## src/rtl/adc_array_sampler_if.sv

```systemverilog
// Bus between adc_array_sampler and its surroundings: request/finish toggle
// handshake, run-time averaging depth, the shared ADC control strobes, the
// per-lane serial data and the averaged result vector.
interface adc_array_sampler_if #(
  parameter int N_CH  = 8,
  parameter int ADC_W = 16
);
  logic                    start;
  logic [2:0]              avg_log2;
  logic [N_CH-1:0]         sdo;
  logic                    sclk_ad;
  logic                    cnvst;
  logic [N_CH*ADC_W-1:0]   adc_data;
  logic                    finish;
  logic                    busy;

  // Requester / ADC-bank side.
  modport master (
    output start, avg_log2, sdo,
    input  sclk_ad, cnvst, adc_data, finish, busy
  );

  // Sampler side.
  modport slave (
    input  start, avg_log2, sdo,
    output sclk_ad, cnvst, adc_data, finish, busy
  );
endinterface

```

## src/rtl/adc_array_sampler.sv

```systemverilog
// adc_array_sampler: drives N_CH serial ADCs sharing one cnvst and one sclk_ad,
// shifts in ADC_W-bit MSB-first words on every lane in parallel and averages
// 2^k conversions (k = avg_log2 clamped to MAX_AVG_LOG2).
// Build option: define ADC_SIGNED_EN to treat samples as two's complement
// (sign-extended accumulation, arithmetic divide); otherwise unsigned.
module adc_array_sampler #(
  parameter int N_CH         = 8,
  parameter int ADC_W        = 16,
  parameter int CONV_CYC     = 20,
  parameter int GAP_CYC      = 10,
  parameter int MAX_AVG_LOG2 = 3
) (
  input  logic               clk,
  input  logic               rst,
  adc_array_sampler_if.slave bus
);

  localparam int ACC_W   = ADC_W + MAX_AVG_LOG2;
  localparam int SCNT_W  = MAX_AVG_LOG2 + 1;
  localparam int CNT_MAX = (CONV_CYC > 2*ADC_W)
                         ? ((CONV_CYC > GAP_CYC) ? CONV_CYC : GAP_CYC)
                         : ((2*ADC_W > GAP_CYC) ? 2*ADC_W : GAP_CYC);
  localparam int CNT_W   = $clog2(CNT_MAX);

  localparam logic [CNT_W-1:0] CONV_LAST = CNT_W'(CONV_CYC - 1);
  localparam logic [CNT_W-1:0] ACQ_LAST  = CNT_W'(2*ADC_W - 1);
  localparam logic [CNT_W-1:0] GAP_LAST  = CNT_W'(GAP_CYC - 1);
  localparam logic [2:0]       K_MAX     = 3'(MAX_AVG_LOG2);

  typedef enum logic [2:0] {IDLE, CONV, ACQ, GAP, DONE} state_t;

  state_t               state_q, state_d;
  logic [CNT_W-1:0]     cnt_q, cnt_d;
  logic                 cnvst_q, cnvst_d;
  logic                 sclk_q, sclk_d;
  logic                 busy_q, busy_d;
  logic                 finish_q, finish_d;
  logic [2:0]           k_q;
  logic [SCNT_W-1:0]    sample_cnt_q;
  logic [SCNT_W-1:0]    n_samples;

  logic                 run_start, shift_en, acc_add, result_wr;

  logic [N_CH-1:0][ADC_W-1:0] shreg_q;
  logic [N_CH-1:0][ACC_W-1:0] acc_q;
  logic [N_CH-1:0][ADC_W-1:0] data_q;
  logic [N_CH-1:0][ACC_W-1:0] ext_w;
  logic [N_CH-1:0][ACC_W-1:0] div_w;

  assign n_samples = SCNT_W'(1) << k_q;

  // Per-lane sample extension into the accumulator and the final divide.
  for (genvar g = 0; g < N_CH; g++) begin : g_lane
`ifdef ADC_SIGNED_EN
    assign ext_w[g] = ACC_W'($signed(shreg_q[g]));
    assign div_w[g] = ACC_W'($signed(acc_q[g]) >>> k_q);
`else
    assign ext_w[g] = ACC_W'(shreg_q[g]);
    assign div_w[g] = acc_q[g] >> k_q;
`endif
  end

  // Next-state and registered-output decode for the sequencer.
  always_comb begin
    // NOTE: every output gets a default before the case so no path leaves a
    // signal unassigned, which would otherwise infer a latch.
    state_d   = state_q;
    cnt_d     = cnt_q;
    cnvst_d   = cnvst_q;
    sclk_d    = 1'b0;
    busy_d    = busy_q;
    finish_d  = finish_q;
    run_start = 1'b0;
    shift_en  = 1'b0;
    acc_add   = 1'b0;
    result_wr = 1'b0;
    case (state_q)
      IDLE: begin
        if (bus.start != finish_q) begin
          run_start = 1'b1;
          cnvst_d   = 1'b1;
          busy_d    = 1'b1;
          cnt_d     = '0;
          state_d   = CONV;
        end
      end
      CONV: begin
        if (cnt_q == CONV_LAST) begin
          cnvst_d = 1'b0;
          sclk_d  = 1'b1;
          cnt_d   = '0;
          state_d = ACQ;
        end else begin
          cnt_d = cnt_q + 1'b1;
        end
      end
      ACQ: begin
        // The edge that takes sclk_ad low is the one that captures sdo.
        shift_en = sclk_q;
        if (cnt_q == ACQ_LAST) begin
          acc_add = 1'b1;
          cnt_d   = '0;
          state_d = GAP;
        end else begin
          cnt_d  = cnt_q + 1'b1;
          sclk_d = ~sclk_q;
        end
      end
      GAP: begin
        if (cnt_q == GAP_LAST) begin
          cnt_d = '0;
          if (sample_cnt_q < n_samples) begin
            cnvst_d = 1'b1;
            state_d = CONV;
          end else begin
            state_d = DONE;
          end
        end else begin
          cnt_d = cnt_q + 1'b1;
        end
      end
      DONE: begin
        result_wr = 1'b1;
        finish_d  = ~finish_q;
        busy_d    = 1'b0;
        state_d   = IDLE;
      end
      default: state_d = IDLE;
    endcase
  end

  // Sequencer state and registered ADC control outputs.
  always_ff @(posedge clk or posedge rst) begin
    if (rst) begin
      state_q  <= IDLE;
      cnt_q    <= '0;
      cnvst_q  <= 1'b0;
      sclk_q   <= 1'b0;
      busy_q   <= 1'b0;
      finish_q <= 1'b0;
    end else begin
      // NOTE: sequential state uses non-blocking assignments so every register
      // samples pre-edge values regardless of statement order.
      state_q  <= state_d;
      cnt_q    <= cnt_d;
      cnvst_q  <= cnvst_d;
      sclk_q   <= sclk_d;
      busy_q   <= busy_d;
      finish_q <= finish_d;
    end
  end

  // Lane datapath: shift-in, accumulate, and publish the averaged result.
  always_ff @(posedge clk or posedge rst) begin
    if (rst) begin
      // NOTE: these lane arrays sit in flops, not RAM, so clearing them on
      // reset is cheap and guarantees an aborted run leaves no residue.
      k_q          <= '0;
      sample_cnt_q <= '0;
      shreg_q      <= '0;
      acc_q        <= '0;
      data_q       <= '0;
    end else begin
      if (run_start) begin
        k_q          <= (bus.avg_log2 > K_MAX) ? K_MAX : bus.avg_log2;
        sample_cnt_q <= '0;
        acc_q        <= '0;
      end
      if (acc_add) sample_cnt_q <= sample_cnt_q + SCNT_W'(1);
      for (int i = 0; i < N_CH; i++) begin
        if (shift_en)  shreg_q[i] <= {shreg_q[i][ADC_W-2:0], bus.sdo[i]};
        if (acc_add)   acc_q[i]   <= acc_q[i] + ext_w[i];
        if (result_wr) data_q[i]  <= div_w[i][ADC_W-1:0];
      end
    end
  end

  assign bus.cnvst    = cnvst_q;
  assign bus.sclk_ad  = sclk_q;
  assign bus.busy     = busy_q;
  assign bus.finish   = finish_q;
  assign bus.adc_data = data_q;

endmodule

```

## src/flat_wrapper.sv

```systemverilog
// flat-port wrapper written by rule: the top's interface ports become plain ports
module adc_array_sampler_flat 
#(
  parameter int N_CH         = 8,
  parameter int ADC_W        = 16,
  parameter int CONV_CYC     = 20,
  parameter int GAP_CYC      = 10,
  parameter int MAX_AVG_LOG2 = 3
)
  (clk, rst, bus_start, bus_avg_log2, bus_sdo, bus_sclk_ad, bus_cnvst, bus_adc_data, bus_finish, bus_busy);
  adc_array_sampler_if #(.N_CH(N_CH), .ADC_W(ADC_W)) bus_i ();
  input  logic clk;
  input  logic rst;
  input wire logic [$bits(bus_i.start)-1:0] bus_start;
  input wire logic [$bits(bus_i.avg_log2)-1:0] bus_avg_log2;
  input wire logic [$bits(bus_i.sdo)-1:0] bus_sdo;
  output wire logic [$bits(bus_i.sclk_ad)-1:0] bus_sclk_ad;
  output wire logic [$bits(bus_i.cnvst)-1:0] bus_cnvst;
  output wire logic [$bits(bus_i.adc_data)-1:0] bus_adc_data;
  output wire logic [$bits(bus_i.finish)-1:0] bus_finish;
  output wire logic [$bits(bus_i.busy)-1:0] bus_busy;
  assign bus_i.start = bus_start;
  assign bus_i.avg_log2 = bus_avg_log2;
  assign bus_i.sdo = bus_sdo;
  assign bus_sclk_ad = bus_i.sclk_ad;
  assign bus_cnvst = bus_i.cnvst;
  assign bus_adc_data = bus_i.adc_data;
  assign bus_finish = bus_i.finish;
  assign bus_busy = bus_i.busy;
  adc_array_sampler #(.N_CH(N_CH), .ADC_W(ADC_W), .CONV_CYC(CONV_CYC), .GAP_CYC(GAP_CYC), .MAX_AVG_LOG2(MAX_AVG_LOG2)) u_core (.clk(clk), .rst(rst), .bus(bus_i));
endmodule
```

## config.mk

```make
export PLATFORM = sky130hd
export DESIGN_NAME = adc_array_sampler_flat
export DESIGN_NICKNAME = d
export VERILOG_FILES = /design/src/rtl/adc_array_sampler_if.sv /design/src/rtl/adc_array_sampler.sv /design/src/flat_wrapper.sv
export SDC_FILE = /design/constraint.sdc
export NUM_CORES = 1
export LEC_CHECK = 0
export BUFFER_PORTS_ARGS = -buffer_cell sky130_fd_sc_hd__buf_4
export CORE_UTILIZATION = 39
export CTS_CLUSTER_DIAMETER = 200
export DETAILED_ROUTE_END_ITERATION = 8
export HOLD_SLACK_MARGIN = 0.08
export PLACE_DENSITY = 0.66
export SYNTH_ARGS = -nofsm -noshare
export SYNTH_HDL_FRONTEND = slang
export SYNTH_SLANG_ARGS = --single-unit
```

## constraint.sdc

```tcl
create_clock -name clk -period 16.45 [get_ports clk]
set_clock_uncertainty 0.15 [all_clocks]
set_input_delay 0.8225 -clock clk [delete_from_list [all_inputs] [get_ports clk]]
set_output_delay 0.8225 -clock clk [all_outputs]
set_load 0.02 [all_outputs]
```

==> Word-level counts from Yosys, hierarchy flattened <==
Index checks and enable logic that the tools add are counted.
{ "op_classes": {"order_cmp": 2, "div": 0, "reduce_logical": 9, "n_addsub": 10, "shift": 9, "n_mux": 38, "n_mul": 0, "n_bitwise": 2, "eq_ne": 13} }
{ "op_table": {"columns": ["op", "count"], "rows": [
  ["adder 19 x 16 -> 19 bit", 8],
  ["two-way mux 152 bit", 1],
  ["two-way mux 19 bit", 8],
  [">> shifter 19 x 3 -> 16 bit", 8],
  ["two-way mux 5 bit", 4],
  ["one-hot mux 5 bit (4 select lines)", 1],
  ["two-way mux 3 bit", 6],
  ["two-way mux 1 bit", 12],
  ["one-hot mux 3 bit (4 select lines)", 1],
  ["equality test 5 bit (second input constant)", 2],
  ["!= test 2 x 1 -> 1 bit (second input constant)", 5],
  ["two-way mux 4 bit", 2],
  ["equality test 3 x 2 -> 1 bit (second input constant)", 2],
  ["adder 5 x 1 -> 5 bit (second input constant)", 1],
  ["equality test 5 x 4 -> 1 bit (second input constant)", 1],
  ["AND reduction 5 bit", 1],
  ["adder 4 x 1 -> 4 bit (second input constant)", 1],
  ["less-than comparator 4 bit", 1],
  ["one-hot mux 1 bit (2 select lines)", 2],
  ["AND reduction 2 bit", 2],
  ["AND reduction 4 bit", 1],
  ["nonzero test 2 bit", 2],
  ["nonzero test 4 bit", 1],
  ["left shift 1 x 3 -> 4 bit (first input constant)", 1],
  ["8 further kinds", 9]
]} }
{ "totals": {"latchBits": 0, "word_cells": 115, "n_memories": 0, "register_bits": 427, "romBits": 0, "ram_bits": 0, "inputBits": 14, "out_inout_bits": 132} }

==> Longest topological paths before layout <==
{ "logic_depth": {"depth_word": 5, "ltp_mapped": 13, "mapped_depth_nobuf": 9} }

==> Worst setup path after synthesis <==
OpenSTA, ideal clock, no wires.
{ "synth_timing": {"path_kind": "register to register", "startpoint": "register u_core.k_q[1]", "endpoint": "register u_core.state_q[0]", "setup_slack_ns": 13.678, "synth_period_minus_slack_ns": 2.772, "path_buffers": 5, "arrival_time_ns": 2.540, "t_required_ns": 16.217, "stages_incl_launch_ff": 14, "path_cell_list": "dfrtp_1 > buf_2 > buf_2 > buf_2 > buf_2 > buf_2 > or3_1 > ha_1 > o41a_1 > o21ai_0 > nand2b_1 > a21oi_1 > a21boi_0 > o21ai_0"} }
{ "synth_via": {"elab_chain_len": 5} }
{ "synth_rtl": {"columns": ["element", "line_no", "source"], "rows": [
  ["start, declared", "adc_array_sampler.sv:38", "logic [2:0] k_q;"],
  ["start signal, assigned", "adc_array_sampler.sv:165", "k_q <= (bus.avg_log2 > K_MAX) ? K_MAX : bus.avg_log2;"],
  ["left shift 1 x 3 -> 4 bit", "adc_array_sampler.sv:50", "assign n_samples = SCNT_W'(1) << k_q;"],
  ["less-than comparator 4 bit", "adc_array_sampler.sv:112", "if (sample_cnt_q < n_samples) begin"],
  ["two-way mux 3 bit", "adc_array_sampler.sv:112", null],
  ["two-way mux 3 bit", "adc_array_sampler.sv:110", "if (cnt_q == GAP_LAST) begin"],
  ["one-hot mux 3 bit (4 select lines)", "adc_array_sampler.sv:77", "case (state_q)"],
  ["end signal, assigned", "adc_array_sampler.sv:144", "state_q <= state_d;"],
  ["end, declared", "adc_array_sampler.sv:32", "state_t state_q, state_d;"]
]} }
No other way between the ends. The select of a mux whose other input is x is not followed.
A chain may end at the register's enable or synchronous reset.

==> Final worst setup path <==
{ "layout_timing": {"startpoint": "register u_core.cnt_q[0]", "endpoint": "register u_core.acc_q[109] in the netlist's numbering"} }
{ "layout_via": {"elab_chain_len": 4, "word_cells_on_any_way": 5, "cone_classes": "eq/ne: 1; mux: 3; reduce/logical: 1"} }
{ "layout_rtl": {"columns": ["element", "line_no", "source"], "rows": [
  ["start, declared", "adc_array_sampler.sv:33", "logic [CNT_W-1:0] cnt_q, cnt_d;"],
  ["start signal, assigned", "adc_array_sampler.sv:145", "cnt_q <= cnt_d;"],
  ["equality test 5 bit (*)", "adc_array_sampler.sv:100", "if (cnt_q == ACQ_LAST) begin"],
  ["two-way mux 1 bit (*)", "adc_array_sampler.sv:100", null],
  ["two-way mux 1 bit (*)", "adc_array_sampler.sv:77", null],
  ["two-way mux 19 bit / nonzero test 2 bit (equally long branches)", null, null],
  ["end signal, assigned by index", "adc_array_sampler.sv:172", "if (acc_add) acc_q[i] <= acc_q[i] + ext_w[i];"],
  ["end, declared", "adc_array_sampler.sv:45", "logic [N_CH-1:0][ACC_W-1:0] acc_q;"]
]} }
Every way passes the cells marked *; elsewhere a longest branch is shown, timed or not.

==> impl_results.md <==
- Total GRT Usage: 19.93%
- Arrival @ worst endpoint: 4.15 ns
- Total Wirelength: 67650 um
- Seq pwr share: 40.8%
- RSZ-0062 raised after global routing: no
- Ys async rst share: 100.0%
- Worst slew margin: 26.50%
- Full die area: 68370 um^2
- Count of input and output buffers: 145
- Antenna violations before repair: 0
- Vias: 20890
- Layout Nets: 2862
- Slowest cell on the critical path: buf_4
- CP startpoint kind: flop
- Share of cells above drive strength 1: 16.98%
- Reg2reg start: u_core.cnt_q[0]
- Area delta synth->final: 12.44%
- Pint: 2.037 mW
- Sw Ratio: 29.69%
- Clk sinks: 427
- # hold bufs at CTS: 0
- CP most frequent cell: ha_1
- Hpwl dp: 45670 um
- Clock power share: 38.2%
- CTS tree: yes
- # diodes: 0
- PostCTS Resize Cnt: 0
- Post-route DRC: 0
- Drt via density: 5.799
- Leading cell types in the layout, fill and taps excluded: 424 x dfrtp_1, 391 x nand2_1, 216 x o21ai_0, 166 x buf_4, 160 x a21oi_1
- Clock tree buffer depth: 3
- Core Util, Final: 44.59%
- Yosys top cell by area: dfrtp_1
- Clock Tree Root: clkbuf_16
- Fin. Hold Viols: 0
- Post-route cell area: 29520 um^2
- Distinct cells, synth: 81
- Switch Pwr: 0.8602 mW
- Worst-Margin Slew: 1.102 ns
- Inserted Clock Buffers: 48
- Post-route clock period utilization: 22.87%
- Tot Pwr: 2.897 mW
- Row count: 94
- Most common cell after layout, fill and taps aside: dfrtp_1
- Crit. End Element: flop
- Post-synth EDFFs: 0
- CP cell instances: ha_1 > and3_1 > ha_1 > nand3b_1 > and2_4 > buf_4 > nand2_1 > o41ai_1 > a31oi_1 > nand3_1
- Critical path class: reg -> reg
- Final min period: 3.763 ns
- Yosys warnings: 0
- GPL Wtd Cong: 0.8999
- Req. time, crit path: 16.84 ns
- Clk pin slew, worst setup/hold paths: 0.06 ns
- Floorplan core area: 66220 um^2
- Die height: 261.5 um
- First-pass GRT wire length: 110800 um
- Peak Freq: 265.8 MHz
- WL/cell: 18.78 um
- Cell Area, Synth: 26260 um^2
- Setup violations, final: 0
- Largest stage delay, worst path: 0.82 ns
- Logic pwr share: 21.1%
- CTS H-tree lvls: 2
- Initial Util: 39.65%
- Setup Total Neg Slack: 0 ns
- Lkg Pwr: 13.22 nW
- Congestion Overflow GR: 0
- Die width: 261.5 um
- 1st-pass router iterations: 5
- Power Density: 98.14 nW/um^2
- Initial drt markers: 1425
- Io pins: 146
- Fin Hold WS: 0.2733 ns
- Largest net degree at the start of global routing: 148
- Hold Crit Class: in -> async
- FILL cells: 6173
- Syn_area_per_cell: 9.879 um^2
- Worst skew pair latency: 0.61 ns
- Vias in the first global route: 20780
- Maxcap violations: 0
- Worst vdd ir: 0.07208 mV
- Mapped Cells: 2658
- Top area cells in the synthesized netlist: dfrtp_1 41%, ha_1 6.4%, mux2_2 6.0%, nand2_1 5.6%, mux4_2 4.3%
- Register area share after synthesis: 40.69%
- Max FO, Critical Path: 79
- Setup crit start: u_core.cnt_q[0]
- Synth top area share: 40.69%
- Main synth FF type: dfrtp_1
- Post-Syn Nets: 2815
- Number of synthesized register bits: 427
- Placed Area: 27900 um^2
- Final Slew Violations: 0
- Antenna Nets Post-Route: 0
- Outcome: completed
- Setup Buffers After CTS: 0
-- cells in the mapped netlist, types with 23 or more instances --
library cell    n
mux4_2         50
nand3_1        40
a21oi_1       160
buf_2          60
inv_1          27
nand2_1       392
clkbuf_1       91
xor2_1         61
xnor2_1        40
nor2_1        128
mux2_2        140
dfrtp_1       427
nor2b_1        54
a31oi_1        71
a211oi_1       72
o21ai_0       216
a21o_1         53
ha_1          135
a22o_1         32
nand2b_1       23
mux2i_1       104
-- final cells by class --
cell class / instances / area [um^2] / share of cell area [%]
Multi-Input combinational cell: 2033 / 14740 / 49.93
Sequential cell: 427 / 10700 / 36.23
Clock buffer: 76 / 1528 / 5.174
Tap cell: 864 / 1081 / 3.661
Timing Repair Buffer: 167 / 1266 / 4.289
Inverter: 28 / 115.1 / 0.3899
Clock inverter: 8 / 97.59 / 0.3306
-- sequential cells by signal (all words and copies together), names as in the netlist --
name / count
u_core.k_q: 3
u_core.bus.adc_data: 128
u_core.acc_q: 152
u_core.bus.busy: 1
u_core.bus.finish: 1
u_core.sample_cnt_q: 4
u_core.bus.sclk_ad: 1
u_core.bus.cnvst: 1
u_core.ext_w: 128
u_core.cnt_q: 5
u_core.state_q: 3
-- path summary, 6_finish.rpt --
check	end	slack [ns]	cells after the start
max	u_core.acc_q[109]	12.69	10
min	u_core.ext_w[133]	0.27	2
max reg2reg	u_core.acc_q[109]	12.69	10
min reg2reg	u_core.bus.adc_data[108]	0.33	2
max in group asynchronous	u_core.ext_w[40]	13.51	4
min in group clk	u_core.ext_w[133]	0.30	2
-- metrics by stage --
step	instances	setup slack (ns)
after global routing	3603	12.39
after detailed placement	3519	12.62
after CTS	3603	12.64
after floorplan	2658	3.588
after global placement	3519	12.68
final	3603	12.69
-- critical path: cells and delay by family (launching register included) --
| kind | cells | cell delay, ns |
|---|---|---|
| compound gates | 2 | 0.16 |
| fa+ha+maj | 2 | 0.49 |
| buf+inv | 1 | 0.82 |
| flops | 1 | 0.42 |
| simple gates | 5 | 1.64 |
-- power groups by stage --
stage	registers [mW]	clock network [mW]	logic, mW
3_3_place_gp	1.20	0	0.584
6_report	1.18	1.11	0.610
4_1_cts	1.18	1.13	0.606
5_1_grt	1.19	1.18	0.682
3_5_place_dp	1.20	0	0.602
2_1_floorplan	1.17	0	0.495
-- per-layer routing --
| metal | GRT usage, % | part of all wire, % |
|---|---|---|
| met1 | 26.79 | 45 |
| met4 | 6.121 | 2.7 |
| met2 | 32.66 | 47 |
| met3 | 3.533 | 5.4 |
| met5 | 0 | 0 |
-- cells by family after synthesis --
kind of cell | share of synthesized area [%]
AO/OA/AOI/OAI | 18.96
XOR/XNOR | 3.369
adder cells (fa/ha/maj) | 7.043
buffers and inverters | 3.245
flip-flops | 40.69
multiplexers | 14.26
AND/OR/NAND/NOR | 12.43
(Power assumes the default switching activity.)
